## src/rtl/trng_pkg.sv

```systemverilog
// Shared types and defaults for the TRNG sampler.
package trng_pkg;

  localparam int BYTE_W        = 8;
  localparam int DECIM_DEF     = 4;
  localparam int RCT_LIMIT_DEF = 32;

  typedef enum logic [1:0] {
    ST_IDLE = 2'd0,
    ST_FILL = 2'd1,
    ST_HOLD = 2'd2,
    ST_FAIL = 2'd3
  } state_t;

  function automatic logic [7:0] sat_inc8(input logic [7:0] v);
    return (v == 8'hFF) ? v : v + 8'd1;
  endfunction

endpackage

```

## src/rtl/sync_2ff.sv

```systemverilog
// Two-flop synchronizer for the asynchronous ring-oscillator input.
module sync_2ff (
  input  logic clk,
  input  logic rst,
  input  logic d,
  output logic q
);

  logic r_meta;
  logic r_sync;

  // Metastability filter chain
  always_ff @(posedge clk) begin
    if (rst) begin
      r_meta <= 1'b0;
      r_sync <= 1'b0;
    end else begin
      r_meta <= d;
      r_sync <= r_meta;
    end
  end

  assign q = r_sync;

endmodule

```

## src/rtl/trng_sampler.sv

```systemverilog
// Decimating ring-oscillator sampler with repetition-count health test.
// Optional von Neumann debiasing is enabled by defining TRNG_VN_DEBIAS_EN.
module trng_sampler
  import trng_pkg::*;
#(
  parameter int DECIM     = DECIM_DEF,
  parameter int RCT_LIMIT = RCT_LIMIT_DEF
) (
  input  logic              clk,
  input  logic              rst,
  input  logic              ring_in,
  input  logic              en,
  output logic [BYTE_W-1:0] data_out,
  output logic              data_valid,
  input  logic              data_ready,
  output logic              health_fail
);

  localparam logic [7:0] DEC_MAX = 8'(DECIM - 1);
  localparam logic [7:0] RCT_MAX = 8'(RCT_LIMIT);

  logic              w_ring_s;
  state_t            r_state, w_state_nxt;
  logic [7:0]        r_dcnt;
  logic [7:0]        r_run;
  logic              r_last;
  logic [6:0]        r_shift;
  logic [2:0]        r_cnt;
  logic [BYTE_W-1:0] r_data;
  logic              r_valid;
  logic              r_hfail;

  logic              w_active, w_tick, w_trip, w_acc, w_acc_bit;
  logic              w_complete, w_load, w_xfer, w_valid_nxt;
  logic [7:0]        w_run_nxt;

  sync_2ff u_sync (
    .clk (clk),
    .rst (rst),
    .d   (ring_in),
    .q   (w_ring_s)
  );

  assign w_active  = en && (r_state != ST_FAIL);
  assign w_tick    = w_active && (r_dcnt == DEC_MAX);
  assign w_run_nxt = ((r_run == 8'd0) || (w_ring_s != r_last)) ? 8'd1 : sat_inc8(r_run);
  assign w_trip    = w_tick && (w_run_nxt == RCT_MAX);

`ifdef TRNG_VN_DEBIAS_EN
  logic r_pair_have;
  logic r_pair_bit;

  // Only the second raw bit of an unequal pair yields an output bit
  assign w_acc     = w_tick && !w_trip && r_pair_have && (r_pair_bit != w_ring_s);
  assign w_acc_bit = r_pair_bit;

  // Raw-bit pairing in tick order
  always_ff @(posedge clk) begin
    if (rst || !en) begin
      r_pair_have <= 1'b0;
      r_pair_bit  <= 1'b0;
    end else if (w_tick && !w_trip) begin
      r_pair_have <= !r_pair_have;
      r_pair_bit  <= w_ring_s;
    end else begin
      r_pair_have <= r_pair_have;
      r_pair_bit  <= r_pair_bit;
    end
  end
`else
  assign w_acc     = w_tick && !w_trip;
  assign w_acc_bit = w_ring_s;
`endif

  assign w_complete = w_acc && (r_cnt == 3'd7);
  assign w_xfer     = r_valid && data_ready;
  // A byte completing while the previous one stays pending is dropped
  assign w_load     = w_complete && (!r_valid || data_ready);

  always_comb begin
    w_valid_nxt = r_valid;
    if (w_trip) begin
      w_valid_nxt = 1'b0;
    end else if (w_load) begin
      w_valid_nxt = 1'b1;
    end else if (w_xfer) begin
      w_valid_nxt = 1'b0;
    end else begin
      w_valid_nxt = r_valid;
    end
  end

  // Next-state logic; FAIL is left only through rst
  always_comb begin
    w_state_nxt = r_state;
    case (r_state)
      ST_FAIL: w_state_nxt = ST_FAIL;
      default: begin
        if (w_trip) begin
          w_state_nxt = ST_FAIL;
        end else if (!en) begin
          w_state_nxt = ST_IDLE;
        end else if (w_valid_nxt) begin
          w_state_nxt = ST_HOLD;
        end else begin
          w_state_nxt = ST_FILL;
        end
      end
    endcase
  end

  // State register
  always_ff @(posedge clk) begin
    if (rst) begin
      r_state <= ST_IDLE;
    end else begin
      r_state <= w_state_nxt;
    end
  end

  // Decimation counter
  always_ff @(posedge clk) begin
    if (rst || !w_active || w_tick) begin
      r_dcnt <= 8'd0;
    end else begin
      r_dcnt <= r_dcnt + 8'd1;
    end
  end

  // Repetition-count health test on raw bits; survives en toggles
  always_ff @(posedge clk) begin
    if (rst) begin
      r_run  <= 8'd0;
      r_last <= 1'b0;
    end else if (w_tick) begin
      r_run  <= w_run_nxt;
      r_last <= w_ring_s;
    end else begin
      r_run  <= r_run;
      r_last <= r_last;
    end
  end

  // LSB-first collection of accepted bits
  always_ff @(posedge clk) begin
    if (rst || !en || w_complete) begin
      r_shift <= 7'd0;
      r_cnt   <= 3'd0;
    end else if (w_acc) begin
      r_shift[r_cnt] <= w_acc_bit;
      r_cnt          <= r_cnt + 3'd1;
    end else begin
      r_shift <= r_shift;
      r_cnt   <= r_cnt;
    end
  end

  // Output byte, handshake and sticky health flag
  always_ff @(posedge clk) begin
    if (rst) begin
      r_data  <= '0;
      r_valid <= 1'b0;
      r_hfail <= 1'b0;
    end else begin
      if (w_load) begin
        r_data <= {w_acc_bit, r_shift};
      end else begin
        r_data <= r_data;
      end
      r_valid <= w_valid_nxt;
      r_hfail <= r_hfail || w_trip;
    end
  end

  assign data_out    = r_data;
  assign data_valid  = r_valid;
  assign health_fail = r_hfail;

endmodule

```

## config.mk

```make
export PLATFORM = sky130hd
export DESIGN_NAME = trng_sampler
export DESIGN_NICKNAME = d
export VERILOG_FILES = /design/src/rtl/trng_pkg.sv /design/src/rtl/sync_2ff.sv /design/src/rtl/trng_sampler.sv
export SDC_FILE = /design/constraint.sdc
export NUM_CORES = 1
export LEC_CHECK = 0
export BUFFER_PORTS_ARGS = -buffer_cell sky130_fd_sc_hd__buf_4
export CORE_ASPECT_RATIO = 0.5
export CORE_MARGIN = 5
export CORE_UTILIZATION = 35
export CTS_CLUSTER_SIZE = 16
export DETAILED_ROUTE_END_ITERATION = 12
export SETUP_SLACK_MARGIN = 0.4
export SYNTH_ARGS = -nofsm -noshare
export SYNTH_HDL_FRONTEND = slang
export SYNTH_SLANG_ARGS = --single-unit
```

## constraint.sdc

```tcl
create_clock -name clk -period 4.1 [get_ports clk]
set_input_delay 0.41 -clock clk [delete_from_list [all_inputs] [get_ports clk]]
set_output_delay 0.41 -clock clk [all_outputs]
set_load 0.02 [all_outputs]
```

==> key figures, run 1 <==
Outcome
  – Status: finished clean

Critical path
  – RR Startpoint: r_dcnt[0]$_SDFF_PP0_
  – Maximum fanout along the worst path: 21
  – CP max-delay cell: and4_1
  – Capturing point of the worst reg2reg path: r_state[0]$_SDFF_PP0_
  – Critical Path Max Stage Delay: 590 ps
  – R2r setup slk: 1340 ps
  – Worst-path cell chain: ha_1, nor4b_2, and4_1, o31a_1, buf_4, a211o_1, o22ai_1
  – WP data required: 4240 ps
  – Crit end category: register
  – Startpoint Class: register
  – Critical Path AT: 2900 ps
  – Setup CP Type: reg2reg
  – R2R cell count: 7

Timing
  – RSZ-0062 raised after global routing: false
  – Hold Violations, Final: 0
  – FMAX: 362 MHz
  – Worst slew pin tran: 698 ps
  – Finish-stage setup viols: 0
  – Min cycle time layout: 2760 ps
  – Period utilization: between 60 and 70%
  – Fin. max-slew vios: 0
  – Final TNS setup: 0 ps
  – Rel. slew slack: 53.5%
  – Worst Skew: 3.64 ps

Cells and area
  – Synth-to-Final Area Change: 14.8%
  – Final #Nets: roughly 260
  – Commonest non-fill, non-tap cells in the layout: dfxtp_1 (41), nor2_1 (23), nand2_1 (20), a21oi_1 (19), nand3_1 (18)
  – Commonest non-fill, non-tap cell in the layout: dfxtp_1
  – Layout cell share with drive strength beyond 1: 16.1%
  – Antenna cells: 0

Clock network
  – CTS tree: built
  – TritonCTS Buffers: 5
  – Setup repair bufs after CTS: 0
  – Htree depth: 2
  – Clock Sink Count: 41
  – Cts hold-fix bufs: 0
  – Root buf cell: clkbuf_16
  – Resize count post-CTS: 0
  – Clk Latency, worst-skew pair: 280 ps
  – Clock slew at reported path FFs: approximately 60 ps
  – Clock Tree Buf Depth: 2

GRT
  – First-pass GRT wire length: 7.46 mm
  – Aggregate global routing overflow: 0
  – GRT Resource Usage Total: 11.8%
  – Vias in the first global route: 1623
  – Initial antenna violation count: 0
  – Pin count of the biggest net entering global routing: 26

Pwr
  – Switch share: between 10% and 20%
  – Leak Pwr: 0.770 nW
  – Overall Power: 0.873 mW
  – Cell-internal power: 0.711 mW
  – Clk pwr share: 51.7%
  – Max rail drop VDD: 0.166 mV
  – Sequential share of power: 46.3%
  – Power density over cell area: 371 nW/um2
  – Combinational share of power: 2.0%
  – Psw: approximately 0.16 mW

Die
  – Die area: 7580 um2
  – Row cnt: 19
  – Die H: 64.1 um
  – I/O pin total: 15
  – Initial Utilization: 36.7%
  – Core footprint: 5590 um2
  – Die Wd: 118 um

Placed design
  – RD Place Congestion: roughly 0.82
  – IO buf count: 14
  – HPWL Detailed: between 3 and 4 mm

Route
  – Vias: approximately 1800
  – Detailed-router iteration count before antenna repair: 4
  – Total Routed Length: roughly 4.5 mm
  – DR WL/cell: 13.8 um
  – Initial DRC count: 80
  – Final antenna-violating net count: 0
  – Via density: 5.49
  – DRC: 0

Synth
  – Register area share after synthesis: 40.1%
  – Unique masters post-synth: 44
  – Syn Nets: 250
  – Synth top area share: about two fifths
  – Post-synthesis average cell area: about 8.5 um2
  – Largest cells by area after synthesis: dfxtp_1 (40%), a21oi_1 (4.6%), nand3_1 (4.4%)
  – Number of synthesized flops with an enable pin: 0
  – Flop and latch count out of synthesis: 41
  – Ys flop type: dfxtp_1
  – Asr flop ratio synth: 0%
  – Mapped Area: 2050 um2
  – Yosys warning count: 0
  – Synthesized instance count: 240
  – Cell taking the most area after synthesis: dfxtp_1

Hold path
  – Worst hold start: ring_in
  – Worst Hold End: u_sync.r_meta$_SDFF_PP0_
  – Hold crit path type: in2reg
  – WHS Path Cells: 2

Run
  – Total of max-cap violations: 0
-- power groups by stage --
stage	registers, mW	logic [mW]	clock network [mW]
floorplan	0.411	0.0138	0
global placement	0.413	0.0179	0
detailed placement	0.413	0.0180	0
CTS	0.404	0.0179	0.460
global route	0.404	0.0200	0.482
finish	0.404	0.0177	0.451
-- metal layers --
layer | vias to the layer above | GRT usage [%] | share of wire (%)
li1 | 883 | - | -
met2 | 51 | 19.6 | 48
met5 | - | 0 | 0
met4 | 0 | 4.72 | 0.92
met1 | 827 | 15.0 | 46
met3 | 6 | 2.56 | 4.7
-- cells by family (layout without fill, tap and decap cells) --
kind of cell	count (synthesis)	count (layout)	synth area share (%)
XOR/XNOR	8	8	3.42
adder cells (fa/ha/maj)	5	5	3.05
buffers and inverters	23	32	5.19
AND/OR/NAND/NOR	97	97	24.6
flip-flops	41	41	40.1
AO/OA/AOI/OAI	66	66	23.6
-- critical path: cells and delay by family, from the launching register on --
kind	cells	cell delay [ps]
AOI/OAI and AO/OA	3	890
and+or+nand+nor	2	880
DFF	1	380
adders and majority gates	1	240
buffers and inverters	1	230
-- registers in the layout (all words and copies together) (netlist names) --
| name | cells |
|---|---|
| data_out | 8 |
| r_dcnt | 8 |
| r_run | 8 |
| r_shift | 7 |
| r_cnt | 3 |
| r_state | 2 |
| data_valid | 1 |
| health_fail | 1 |
| r_last | 1 |
| u_sync.q | 1 |
| u_sync.r_meta | 1 |
-- synth_stat cells, types with 2 or more instances --
cell type and instances:
dfxtp_1 41, nor2_1 23, nand2_1 20, a21oi_1 19, nand3_1 18, o21ai_0 14, a21oi_2 10, inv_1 9
nand4_1 8, buf_2 7, xor2_1 6, and3_1 5, clkbuf_1 5, ha_1 5, nand4b_1 5, nor2b_1 5
nor3_1 5, a221oi_1 3, o31ai_1 3, o41ai_1 3, a211oi_1 2, xnor2_1 2
-- layout make-up --
type	instances	area, um2
inverters	9	33.8
repair buffers	15	113
multi-input cells	176	1120
flip-flops and latches	41	821
well taps	73	91.3
fillers	539	3230
clock inverters	1	30.0
clock buffers	7	143
-- how the worst max path moves through the flow --
stage / slack [ps] / endpoint / start
2_1_floorplan: 1960 / r_shift[2]$_SDFFE_PP0P_ / r_run[0]$_SDFFE_PP0P_
3_3_place_gp: 1350 / r_state[0]$_SDFF_PP0_ / r_dcnt[0]$_SDFF_PP0_
3_5_place_dp: 1370 / r_state[0]$_SDFF_PP0_ / r_dcnt[0]$_SDFF_PP0_
4_1_cts: 1360 / r_state[0]$_SDFF_PP0_ / r_run[0]$_SDFFE_PP0P_
5_1_grt: 1120 / r_state[0]$_SDFF_PP0_ / r_run[0]$_SDFFE_PP0P_
6_report: 1340 / r_state[0]$_SDFF_PP0_ / r_dcnt[0]$_SDFF_PP0_
-- stage by stage --
step / hold slack, ps / setup WS, ps / std cells / utilization [%] / cell area, um2
2_1_floorplan: 414 / 1960 / 240 / - / 2050
3_3_place_gp: 427 / 1350 / 314 / 39.0 / 2180
3_5_place_dp: 425 / 1370 / 314 / 39.0 / 2180
4_1_cts: 348 / 1360 / 322 / 42.1 / 2350
5_1_grt: 375 / 1120 / 322 / 42.1 / 2350
6_report: 346 / 1340 / 322 / 42.1 / 2350
No activity file was read; power rests on OpenSTA's default activity.
==> run 2, diff against run 1 <==
clock period = 2.87 ns   (was 4.1 ns; I/O delays follow)
==> run 2 against run 1 <==
  * Sequential power up 43%
  * Sequential cell count unchanged
  * Via count up 1.5%
  * Combinational power up 54%
  * Core utilization up 0.87 points
==> key figures, run 2 (same netlist as run 1, synthesis figures left out) <==
GRT
  – Initial antenna violation count: 0 (unchanged)
  – Aggregate global routing overflow: 0 (unchanged)
  – First-pass GRT wire length: 7.73 mm (+3.7%)
  – Vias in the first global route: 1689 (+4.1%)
  – GRT Resource Usage Total: 12.3% (+0.50 points)
  – Pin count of the biggest net entering global routing: 26 (unchanged)

Cells and area
  – Fillers: 550 (+2.0%)
  – Commonest non-fill, non-tap cells in the layout: dfxtp_1 (39), nor2_1 (23), nand2_1 (20), a21oi_1 (19), nand3_1 (18)
  – Final #Nets: 260 (+0.78%)
  – Synth-to-Final Area Change: 17.2%
  – Seq. cell area: 823 um2 (+0.30%)
  – Layout cell share with drive strength beyond 1: 19.1% (+3.1 points)
  – Commonest non-fill, non-tap cell in the layout: dfxtp_1
  – Multi-input gate area: 1150 um2 (+2.5%)
  – Fin util: 43.0% (+0.87 points)
  – Antenna cells: 0 (unchanged)

Route
  – Via density: 5.53 (+0.85%)
  – DRC: 0 (unchanged)
  – Detailed-router iteration count before antenna repair: 4 (unchanged)
  – DR WL/cell: 14.1 um (+1.9%)
  – Vias: 1793 (+1.5%)
  – Final antenna-violating net count: 0 (unchanged)
  – Total Routed Length: 4.57 mm (+2.6%)
  – Initial DRC count: 71 (-11%)

Die
  – Initial Utilization: 36.7% (unchanged)
  – Die Wd: 118 um (unchanged)
  – Die H: 64.1 um (unchanged)
  – I/O pin total: 15 (unchanged)
  – Row cnt: 19 (unchanged)
  – Core footprint: 5590 um2 (unchanged)
  – Die area: 7580 um2 (unchanged)

Timing
  – Period utilization: 80.7% (+13 points)
  – RSZ-0062 raised after global routing: true
  – Hold Violations, Final: 0 (unchanged)
  – Final TNS setup: 0 ps (unchanged)
  – Worst Skew: 2.92 ps (-0.711 ps)
  – Finish-stage setup viols: 0 (unchanged)
  – Worst slew pin tran: 518 ps (-180 ps)
  – Rel. slew slack: 65.4% (+12 points)
  – Min cycle time layout: 2320 ps (-443 ps)
  – Fin. max-slew vios: 0 (unchanged)
  – FMAX: 431 MHz (+19%)

Clock network
  – TritonCTS Buffers: 5 (unchanged)
  – Clock slew at reported path FFs: 60 ps (about the same)
  – Htree depth: 2 (unchanged)
  – Clock Tree Buf Depth: 2 (unchanged)
  – Root buf cell: clkbuf_16
  – Clock Sink Count: 41 (unchanged)
  – CTS tree: built
  – Cts hold-fix bufs: 0 (unchanged)
  – Clk Latency, worst-skew pair: 280 ps (about the same)

Critical path
  – Crit end category: register
  – RR Startpoint: r_run[0]$_SDFFE_PP0P_
  – R2R cell count: 7 (unchanged)
  – CP max-delay cell: a211o_4
  – Maximum fanout along the worst path: 11 (-48%)
  – R2r setup slk: 550 ps (-790 ps)
  – Critical Path Max Stage Delay: 430 ps (-160 ps)
  – Startpoint Class: register
  – Capturing point of the worst reg2reg path: r_state[0]$_SDFF_PP0_
  – Worst-path cell chain: ha_2, nand2_1, o32ai_2, a32oi_2, o31a_1, a211o_4, o22ai_1
  – Setup CP Type: reg2reg
  – WP data required: 3080 ps (-1160 ps)
  – Critical Path AT: 2530 ps (-370 ps)

Outcome
  – Status: finished clean

Pwr
  – Power density over cell area: 527 nW/um2 (+42%)
  – Max rail drop VDD: 0.317 mV (+91%)
  – Leak Pwr: 0.778 nW (+1.1%)

Placed design
  – HPWL Detailed: 3.05 mm (+0.58%)
  – IO buf count: 14 (unchanged)
  – RD Place Congestion: 0.832 (+1.5%)

Hold path
  – WHS Path Cells: 2 (unchanged)
  – Worst hold start: ring_in
  – Worst Hold End: u_sync.r_meta$_SDFF_PP0_
  – Hold crit path type: in2reg

Run
  – Total of max-cap violations: 0 (unchanged)
==> run 2: worst max-delay path by stage <==
stage	end	depth (start not counted)	slack [ps]	from
after floorplan	r_shift[2]$_SDFFE_PP0P_	8	730	r_run[0]$_SDFFE_PP0P_
after global placement	r_state[0]$_SDFF_PP0_	7	420	r_run[0]$_SDFFE_PP0P_
after detailed placement	r_state[0]$_SDFF_PP0_	7	350	r_run[0]$_SDFFE_PP0P_
after CTS	r_state[0]$_SDFF_PP0_	7	420	r_run[0]$_SDFFE_PP0P_
after global routing	r_state[1]$_SDFF_PP0_	8	380	r_dcnt[0]$_SDFF_PP0_
final	r_state[0]$_SDFF_PP0_	7	550	r_run[0]$_SDFFE_PP0P_
==> run 2: power by group <==
part	leakage, nW	internal [mW]	switching (mW)
logic	0.363	0.00982	0.0175
registers	0.332	0.573	0.00419
clock network	0.0831	0.434	0.228
==> run 2: metal layers <==
layer	global-route usage, %	vias up	part of all wire [%]
li1	-	892	-
met1	15.8	854	48
met2	18.9	38	46
met3	3.08	9	4.5
met4	6.87	0	1.8
met5	0	-	0
==> run 2: metrics by stage <==
stage	power, mW	area (um2)	instances	hold slack [ps]	setup WS, ps
after floorplan	0.607	2050	240	359	725
after global routing	1.31	2400	324	228	380
final	1.27	2400	324	214	552
after global placement	0.615	2190	316	423	418
after CTS	1.28	2370	324	216	419
after detailed placement	0.616	2190	316	428	345
==> run 2: timing repair <==
| action | in CTS | in global routing |
|---|---|---|
| setup buffers | 0 | 0 |
| endpoints found under the setup margin | 10 | 13 |
| resized for setup | 1 | 6 |
==> run 2: cell type report <==
| cell class | instances | share of cell area, % |
|---|---|---|
| Clock buffer | 6 | 5.78 |
| Clock inverter | 2 | 1.56 |
| Inverter | 9 | 1.41 |
| Multi-Input combinational cell | 176 | 47.8 |
| Sequential cell | 41 | 34.3 |
| Tap cell | 73 | 3.80 |
| Timing Repair Buffer | 17 | 5.32 |
==> run 2: critical path, delay by kind of cell, from the launching register on <==
kind            cells  cell delay [ps]
fa+ha+maj           1              250
flops               1              400
simple gates        1              130
compound gates      5             1470
